[config.mk]
export PLATFORM = sky130hd
export DESIGN_NAME = cmd_frontend
export DESIGN_NICKNAME = d
export VERILOG_FILES = /design/src/rtl/cmd_frontend_pkg.sv /design/src/rtl/cmd_fifo.sv /design/src/rtl/cmd_frontend.sv
export SDC_FILE = /design/constraint.sdc
export NUM_CORES = 1
export LEC_CHECK = 0
export CAP_MARGIN = 20
export CORE_MARGIN = 2
export CORE_UTILIZATION = 43
export DETAILED_ROUTE_END_ITERATION = 6
export SLEW_MARGIN = 10
export SYNTH_ARGS = -nofsm -noshare
export SYNTH_HDL_FRONTEND = slang
export SYNTH_SLANG_ARGS = --single-unit
[constraint.sdc]
create_clock -name i_clk -period 11.52 [get_ports i_clk]
set_clock_uncertainty 0.15 [all_clocks]
set_input_delay 2.304 -clock i_clk [delete_from_list [all_inputs] [get_ports i_clk]]
set_output_delay 2.304 -clock i_clk [all_outputs]
set_load 0.005 [all_outputs]
[src/rtl/cmd_frontend_pkg.sv]
// +----------------------------------------------------------------------------+
// | cmd_frontend_pkg : shared command type, frontend state type, PROC_COUNT    |
// | Rev 1.0                                                                    |
// +----------------------------------------------------------------------------+
`default_nettype none

`ifndef PROC_COUNT
`define PROC_COUNT 4
`endif

package cmd_frontend_pkg;

  typedef struct packed {
    logic [3:0]  opcode;
    logic [11:0] arg;
  } cmd_t;

  typedef enum logic [1:0] {
    FE_IDLE   = 2'd0,
    FE_ACTIVE = 2'd1,
    FE_DRAIN  = 2'd2
  } frontend_state_t;

endpackage

`default_nettype wire

[src/rtl/cmd_fifo.sv]
// +----------------------------------------------------------------------------+
// | cmd_fifo : first-word-fall-through command storage with wrap-bit pointers  |
// | Rev 1.0                                                                    |
// +----------------------------------------------------------------------------+
`default_nettype none

module cmd_fifo #(
  parameter int  DEPTH = 8,
  parameter type cmd_t = logic [15:0]
) (
  input  logic                         i_clk,
  input  logic                         i_rstn,
  input  logic                         i_wr_en,
  input  cmd_t                         i_wr_data,
  input  logic                         i_rd_en,
  output cmd_t                         o_rd_data,
  output logic                         o_full,
  output logic                         o_empty,
  output logic [$clog2(DEPTH+1)-1:0]   o_count
);

  localparam int c_AW = $clog2(DEPTH);

  cmd_t            r_mem [DEPTH];
  logic [c_AW:0]   r_wr_ptr;
  logic [c_AW:0]   r_rd_ptr;

  always_ff @(posedge i_clk or negedge i_rstn) begin
    if (!i_rstn) begin
      r_wr_ptr <= '0;
      r_rd_ptr <= '0;
    end else begin
      if (i_wr_en && !o_full)  r_wr_ptr <= r_wr_ptr + 1'b1;
      if (i_rd_en && !o_empty) r_rd_ptr <= r_rd_ptr + 1'b1;
    end
  end

  // Storage carries no reset; the pointers alone define validity.
  always_ff @(posedge i_clk) begin
    if (i_wr_en && !o_full) r_mem[r_wr_ptr[c_AW-1:0]] <= i_wr_data;
  end

  assign o_rd_data = r_mem[r_rd_ptr[c_AW-1:0]];
  assign o_empty   = (r_wr_ptr == r_rd_ptr);
  assign o_full    = (r_wr_ptr[c_AW] != r_rd_ptr[c_AW]) &&
                     (r_wr_ptr[c_AW-1:0] == r_rd_ptr[c_AW-1:0]);
  assign o_count   = r_wr_ptr - r_rd_ptr;

endmodule

`default_nettype wire

[src/rtl/cmd_frontend.sv]
// +----------------------------------------------------------------------------+
// | cmd_frontend : command FIFO front end with issue throttle and drain FSM    |
// | Optional statistics counters: CMD_FRONTEND_STATS_EN      Rev 1.0           |
// +----------------------------------------------------------------------------+
`default_nettype none

module cmd_frontend
  import cmd_frontend_pkg::*;
#(
  parameter int DEPTH           = 8,
  parameter int MAX_OUTSTANDING = `PROC_COUNT
) (
  input  logic                                 i_clk,
  input  logic                                 i_rstn,
  input  logic                                 i_push_valid,
  input  cmd_t                                 i_push_cmd,
  output logic                                 o_push_ready,
  input  logic                                 i_rd_queue,
  output cmd_t                                 o_cmd,
  output logic                                 o_queue_empty,
  input  logic                                 i_finished_task,
  input  logic                                 i_drain,
  output logic                                 o_drained,
  output logic [$clog2(DEPTH+1)-1:0]           o_count,
  output logic [$clog2(MAX_OUTSTANDING+1)-1:0] o_outstanding,
  output logic                                 o_idle
`ifdef CMD_FRONTEND_STATS_EN
  ,
  output logic [31:0]                          o_stat_pushed,
  output logic [31:0]                          o_stat_popped,
  output logic [31:0]                          o_stat_stall_cycles
`endif
);

  localparam int c_OW = $clog2(MAX_OUTSTANDING+1);

  frontend_state_t  r_state;
  frontend_state_t  w_state_next;
  logic             w_full;
  logic             w_fifo_empty;
  logic             w_push;
  logic             w_pop;
  logic             w_fin;
  logic [c_OW-1:0]  r_outstanding;

  assign o_push_ready  = !w_full && (r_state != FE_DRAIN);
  assign w_push        = i_push_valid && o_push_ready;
  assign o_queue_empty = w_fifo_empty || (r_outstanding == c_OW'(MAX_OUTSTANDING));
  assign w_pop         = i_rd_queue && !o_queue_empty;
  assign w_fin         = i_finished_task && (r_outstanding != '0);
  assign o_idle        = w_fifo_empty && (r_outstanding == '0);
  assign o_outstanding = r_outstanding;

  cmd_fifo #(
    .DEPTH (DEPTH),
    .cmd_t (cmd_t)
  ) u_fifo (
    .i_clk     (i_clk),
    .i_rstn    (i_rstn),
    .i_wr_en   (w_push),
    .i_wr_data (i_push_cmd),
    .i_rd_en   (w_pop),
    .o_rd_data (o_cmd),
    .o_full    (w_full),
    .o_empty   (w_fifo_empty),
    .o_count   (o_count)
  );

  always_ff @(posedge i_clk or negedge i_rstn) begin
    if (!i_rstn) begin
      r_outstanding <= '0;
    end else if (w_pop && !w_fin) begin
      r_outstanding <= r_outstanding + 1'b1;
    end else if (w_fin && !w_pop) begin
      r_outstanding <= r_outstanding - 1'b1;
    end
  end

  always_ff @(posedge i_clk or negedge i_rstn) begin
    if (!i_rstn) r_state <= FE_IDLE;
    else         r_state <= w_state_next;
  end

  // A push landing in the same cycle keeps ACTIVE from falling back to IDLE.
  always_comb begin
    w_state_next = r_state;
    o_drained    = 1'b0;
    case (r_state)
      FE_IDLE: begin
        if (i_drain)     w_state_next = FE_DRAIN;
        else if (w_push) w_state_next = FE_ACTIVE;
      end
      FE_ACTIVE: begin
        if (i_drain)                 w_state_next = FE_DRAIN;
        else if (o_idle && !w_push)  w_state_next = FE_IDLE;
      end
      FE_DRAIN: begin
        if (o_idle) begin
          w_state_next = FE_IDLE;
          o_drained    = 1'b1;
        end
      end
      default: w_state_next = FE_IDLE;
    endcase
  end

`ifdef CMD_FRONTEND_STATS_EN
  logic [31:0] r_stat_pushed;
  logic [31:0] r_stat_popped;
  logic [31:0] r_stat_stall_cycles;

  always_ff @(posedge i_clk or negedge i_rstn) begin
    if (!i_rstn) begin
      r_stat_pushed       <= '0;
      r_stat_popped       <= '0;
      r_stat_stall_cycles <= '0;
    end else begin
      if (w_push && (r_stat_pushed != '1)) r_stat_pushed <= r_stat_pushed + 32'd1;
      if (w_pop && (r_stat_popped != '1))  r_stat_popped <= r_stat_popped + 32'd1;
      if (i_push_valid && !o_push_ready && (r_stat_stall_cycles != '1))
        r_stat_stall_cycles <= r_stat_stall_cycles + 32'd1;
    end
  end

  assign o_stat_pushed       = r_stat_pushed;
  assign o_stat_popped       = r_stat_popped;
  assign o_stat_stall_cycles = r_stat_stall_cycles;
`endif

endmodule

`default_nettype wire
== Yosys cells after proc, flatten, opt, wreduce, memory -nomap -nowiden ==
Memory sizes are Yosys's and may differ from the RTL's.
Cells that the tools add are included.
Cells by class
  add/sub/neg operators: 5
  equality and inequality tests: 10
  multiplexer cells: 12
  reduce and logical (&&, ||, !) cells: 23
Operator list (number)
  $logic_and 1x1->1: 11
  $mux 2: 5
  $add 4x1->4 const B: 2
  $logic_not 1->1: 6
  $mux 3: 2
  $pmux 2 s3: 1
  $eq 4x4->1: 1
  $mux 1: 4
  $ne 2x2->1 const B: 2
  $sub 4x4->4: 1
  $add 3x1->3 const B: 1
  $eq 3x3->1: 1
  $eq 3x3->1 const B: 1
  $logic_not 3->1: 1
  $ne 3x2->1 const B: 1
  $ne 3x3->1 const B: 1
  $reduce_and 3->1: 1
  $reduce_bool 3->1: 1
  $sub 3x1->3 const B: 1
  $eq 2x1->1 const B: 1
  $eq 2x2->1 const B: 1
  $logic_not 2->1: 1
  $reduce_bool 2->1: 1
  $logic_or 1x1->1: 1
  $ne 1x1->1: 1
Word-level totals
  bits in registers: 13
  RAM bits: 128
  logic and storage cells: 55
  memories kept: 1
Memory list
  u_fifo.r_mem: words 8, width 16, read ports 1, clocked after Yosys merged registers in 0, write ports 1, RTL line cmd_fifo.sv:24  | cmd_t r_mem [DEPTH];

== Logic depth before layout (Yosys ltp) ==
  word-level depth: 10
  mapped depth: 12
  mapped depth without buffers: 10

== Modules after synthesis ==
From an unflattened synthesis, not the netlist that was laid out.
Unflattened totals
  cells, all modules: 306
  area, all modules: 5706.7 um^2
By module, submodules not included
  cmd_fifo: instances 1, cells an instance 277, area each 5407.7 um^2, sequential area each 4043.9 um^2
  cmd_frontend: instances 1, cells an instance 29, area each 299.0 um^2, sequential area each 125.1 um^2

== Worst setup path before layout ==
No wires, ideal clock.
  path kind: input to register
  start point: input i_push_valid
  end point: memory u_fifo.r_mem[0][0] (netlist name) (enable)
  setup time: 0.430 ns
  data arrival time: 3.941 ns
  required time: 10.940 ns
  slack: 6.999 ns
  stages on the path: 2
  path buffers: 0
  cells stage by stage: nand2_4 -> nor4_1
On the way
  word-level cells in the longest chain between the ends: 4
Ends and longest elaborated chain
  start: declaration: RTL line cmd_frontend.sv:15  | input logic i_push_valid,
  $logic_and 1x1->1: RTL line cmd_frontend.sv:47  | assign w_push = i_push_valid && o_push_ready;
  $logic_and 1x1->1: RTL line cmd_fifo.sv:40  | if (i_wr_en && !o_full) r_mem[r_wr_ptr[c_AW-1:0]] <= i_wr_data;
  $mux 1: RTL line cmd_fifo.sv:40
  $mux 1 (not written as such): RTL line cmd_fifo.sv:40
  end: declaration: RTL line cmd_fifo.sv:24
Every way passes these cells.

== Worst setup path after layout ==
  start point: register u_fifo.r_rd_ptr[2]
  end point: output o_drained
On the way
  word-level cells in the longest chain between the ends: 4
Ends and longest elaborated chain
  start: declaration: RTL line cmd_fifo.sv:26  | logic [c_AW:0] r_rd_ptr;
  start signal: assignment: RTL line cmd_fifo.sv:34  | if (i_rd_en && !o_empty) r_rd_ptr <= r_rd_ptr + 1'b1;
  $eq 4x4->1: RTL line cmd_fifo.sv:44  | assign o_empty = (r_wr_ptr == r_rd_ptr);
  $logic_and 1x1->1: RTL line cmd_frontend.sv:51  | assign o_idle = w_fifo_empty && (r_outstanding == '0);
  $mux 1: RTL line cmd_frontend.sv:98  | if (o_idle) begin
  $mux 1: RTL line cmd_frontend.sv:88  | case (r_state)
  end: declaration: RTL line cmd_frontend.sv:23  | output logic o_drained,
Every way passes these cells.

==> results.toml <==
[place]
place.gp.congestion = 0.744
io_buffers = 48
place_area_mm2 = 0.00645
pre_cts_slack_ns = 5.41
dp_hpwl_um = 5990

[yosys]
ys_types = 39
synth_top_area_share = 0.668
synth_area_mm2 = 0.00576
ys_ff_latch = 141
netlist_instances = 299
yosysSeqAreaShare = 0.724
syn_nets = 329
yosysWarnings = 0
syn_avg_cell_area_um2 = 19.2
yosysTopAreaCell = "edfxtp_1"
synth_area_leaders = "edfxtp_1 67%, mux4_1 7.8%, mux4_2 5.9%, dfrtp_1 5.7%, nand2_1 3.5%"

[clock_network]
cts_buffer_depth = 2
clk_latency_ns = 0.41
cts_tree = "done"
cts_buffers = 17
hold_buffers = 0
cts_resized = 0
cts_post_setup_buffers_inserted = 0
h-tree-depth = 4
clk_pin_slew_ns = 0.05
cts_root_buffer = "clkbuf_16"
cts_sinks = 141

[floorplan]
fp.dieH_um = 120
num_io_pins = 49
rows = 42
core_mm2 = 0.0131
start_util = 0.438
die-width_um = 120
die_area_mm2 = 0.0143

[final_layout]
syn2layout_area_growth_pct = 21.5
final_cell_area_mm2 = 0.00699
diodes = 0
fin_util = 0.532
finalNetCount = 395
drive_above_1_share = 0.164

[power_and_ir_drop]
peakVddDrop_mv = 0.154
clockPowerShare = 0.290
p_sw_uw = 487
comb_power_share = 0.327
power_frac_seq = 0.384
p_int_uw = 1230
p_sw_frac = 0.283
p_leak_uw = 0.00246
cellPowerDensity_mw_per_mm2 = 246

[worst_setup_path]
crit_cells = 7
worstRegToRegCells = 10
path_buf_inv = 2
cp.arrival_ns = 3.95
cpPeakStageDelay_ns = 0.84
path_cells = "clkinv_1 -> ha_1 -> nand3_1 -> or2_1 -> nor4_4 -> nor2b_1 -> clkdlybuf4s50_1"
cp_slowest_cell = "dfrtp_1"
cp-start-kind = "register"
crit_family = "buffers and inverters"
path_class = "reg -> out"
cp-end-kind = "primary output"
critical_path_required_ns = 9.07
cp_max_fo = 19

[timing]
rsz0062_at_grt = "false"
slew_viol_final = 0
worstMarginPinSlew_ns = 0.766
slew_headroom = 0.489
setup_slack_ns = 5.12
fin_tns_setup_ns = 0
period_needed_ns = 6.40
finalHoldViolCount = 0
timing.final.crit_share = 0.556
finalSetupViolations = 0
clock.fmax_ghz = 0.156

[grt]
grt_pass1_wl_um = 16500
grt_max_degree = 36
grt_antenna_before_repair = 0
grt_pass1_vias = 2998
grt_overflow = 0
grt_usage = 0.160

[routing]
top_layer_used = "met4"
met2_length_um = 5280
vias = 2812
dr.pass1.iters = 4
wl_per_cell_um = 18.8
vias_per_cell = 5.08
drt_wl_total_um = 10400
met1_length_um = 4600
drtAntennaViolNets = 0
dr_wl_met3_um = 402
drcViolationCount = 0
initialDrtViolationCount = 194

[job]
max-cap-violations = 0

[hold_path]
hold_class = "reg -> reg"
min_path_cells = 1

[outcome]
status = "completed"
==> area by class of cell <==
class	instances	area, µm²
Timing Repair Buffer	58	556
Fill cell	1055	6150
Clock buffer	20	437
Multi-Input combinational cell	138	1470
Inverter	9	33.8
Sequential cell	141	4170
Clock inverter	11	101
Tap cell	176	220
==> Yosys cell counts (all sizes together) <==
| master | n |
|---|---|
| ha | 6 |
| o22ai | 1 |
| nor2 | 5 |
| o21a | 1 |
| nand3 | 1 |
| mux2 | 2 |
| o32ai | 1 |
| clkinv | 1 |
| fa | 2 |
| clkbuf | 1 |
| nand2 | 55 |
| nand4 | 1 |
| nor4 | 2 |
| xor2 | 6 |
| o211a | 1 |
| o2111ai | 1 |
| edfxtp | 128 |
| or2 | 1 |
| dfrtp | 13 |
| a21oi | 1 |
| inv | 8 |
| or3b | 1 |
| nor3 | 4 |
| xnor2 | 7 |
| buf | 10 |
| nand2b | 2 |
| o21ai | 1 |
| mux4 | 32 |
| nor2b | 1 |
| o31ai | 1 |
| a21o | 1 |
| and3 | 1 |
==> sequential cells by signal, summed over array words and instances (netlist names) <==
name,cells
u_fifo.r_mem,128
o_outstanding,3
r_state,2
u_fifo.r_wr_ptr,4
u_fifo.r_rd_ptr,4
==> metal layers <==
layer | vias to the layer above | GRT usage
li1 | 1306 | -
met1 | 1443 | 0.195
met2 | 54 | 0.267
met3 | 9 | 0.0528
met4 | 0 | 0.0588
met5 | - | 0
==> placed cells by master, fill, tap and decap left out, types with 2 or more instances in the layout <==
master	Yosys	final
edfxtp_1	128	128
nand2_1	54	54
clkdlybuf4s50_1	0	48
mux4_1	17	17
clkbuf_16	0	17
mux4_2	15	15
dfrtp_1	13	12
buf_4	0	10
inv_1	8	8
xnor2_1	7	7
clkinv_1	1	6
xor2_1	6	6
ha_1	6	6
nor3_2	0	4
nor2_1	4	4
clkinv_2	0	3
clkbuf_1	1	3
nand2b_1	2	2
fa_1	2	2
bufinv_16	0	2
==> kinds of logic (layout without fill, tap and decap cells) <==
kind of cell | Yosys count | after routing | share of synthesized area
flops | 141 | 141 | 0.724
xor+xnor | 13 | 13 | 0.0198
simple gates | 74 | 74 | 0.0591
mux | 34 | 34 | 0.141
compound gates | 9 | 9 | 0.0117
fa+ha+maj | 8 | 8 | 0.0200
buf+inv | 20 | 98 | 0.0241
==> power groups by stage <==
stage	sequential, µW	clock [µW]	combinational (µW)
after floorplan	643	0	367
after global placement	669	0	566
after detailed placement	670	0	573
after CTS	660	507	576
after global routing	668	531	617
final	658	497	561
==> through the flow <==
step	std cells	hold slack, ns	power (µW)
final	553	0.376	1720
after global routing	553	0.409	1810
after CTS	553	0.375	1740
after detailed placement	522	0.368	1240
after global placement	522	0.347	1230
after floorplan	299	0.337	1010
==> final timing paths <==
path | end | start | slack [ns]
max in group asynchronous | u_fifo.r_rd_ptr[0] | i_rstn | 8.65
worst max register to register | o_outstanding[2] | u_fifo.r_rd_ptr[2] | 7.58
worst min-delay path | u_fifo.r_wr_ptr[3] | u_fifo.r_wr_ptr[3] | 0.38
worst max-delay path | o_drained | u_fifo.r_rd_ptr[2] | 5.12
worst min register to register | u_fifo.r_wr_ptr[3] | u_fifo.r_wr_ptr[3] | 0.38
min in group asynchronous | o_outstanding[2] | i_rstn | 2.13
Power figures use the tool's default switching activity.
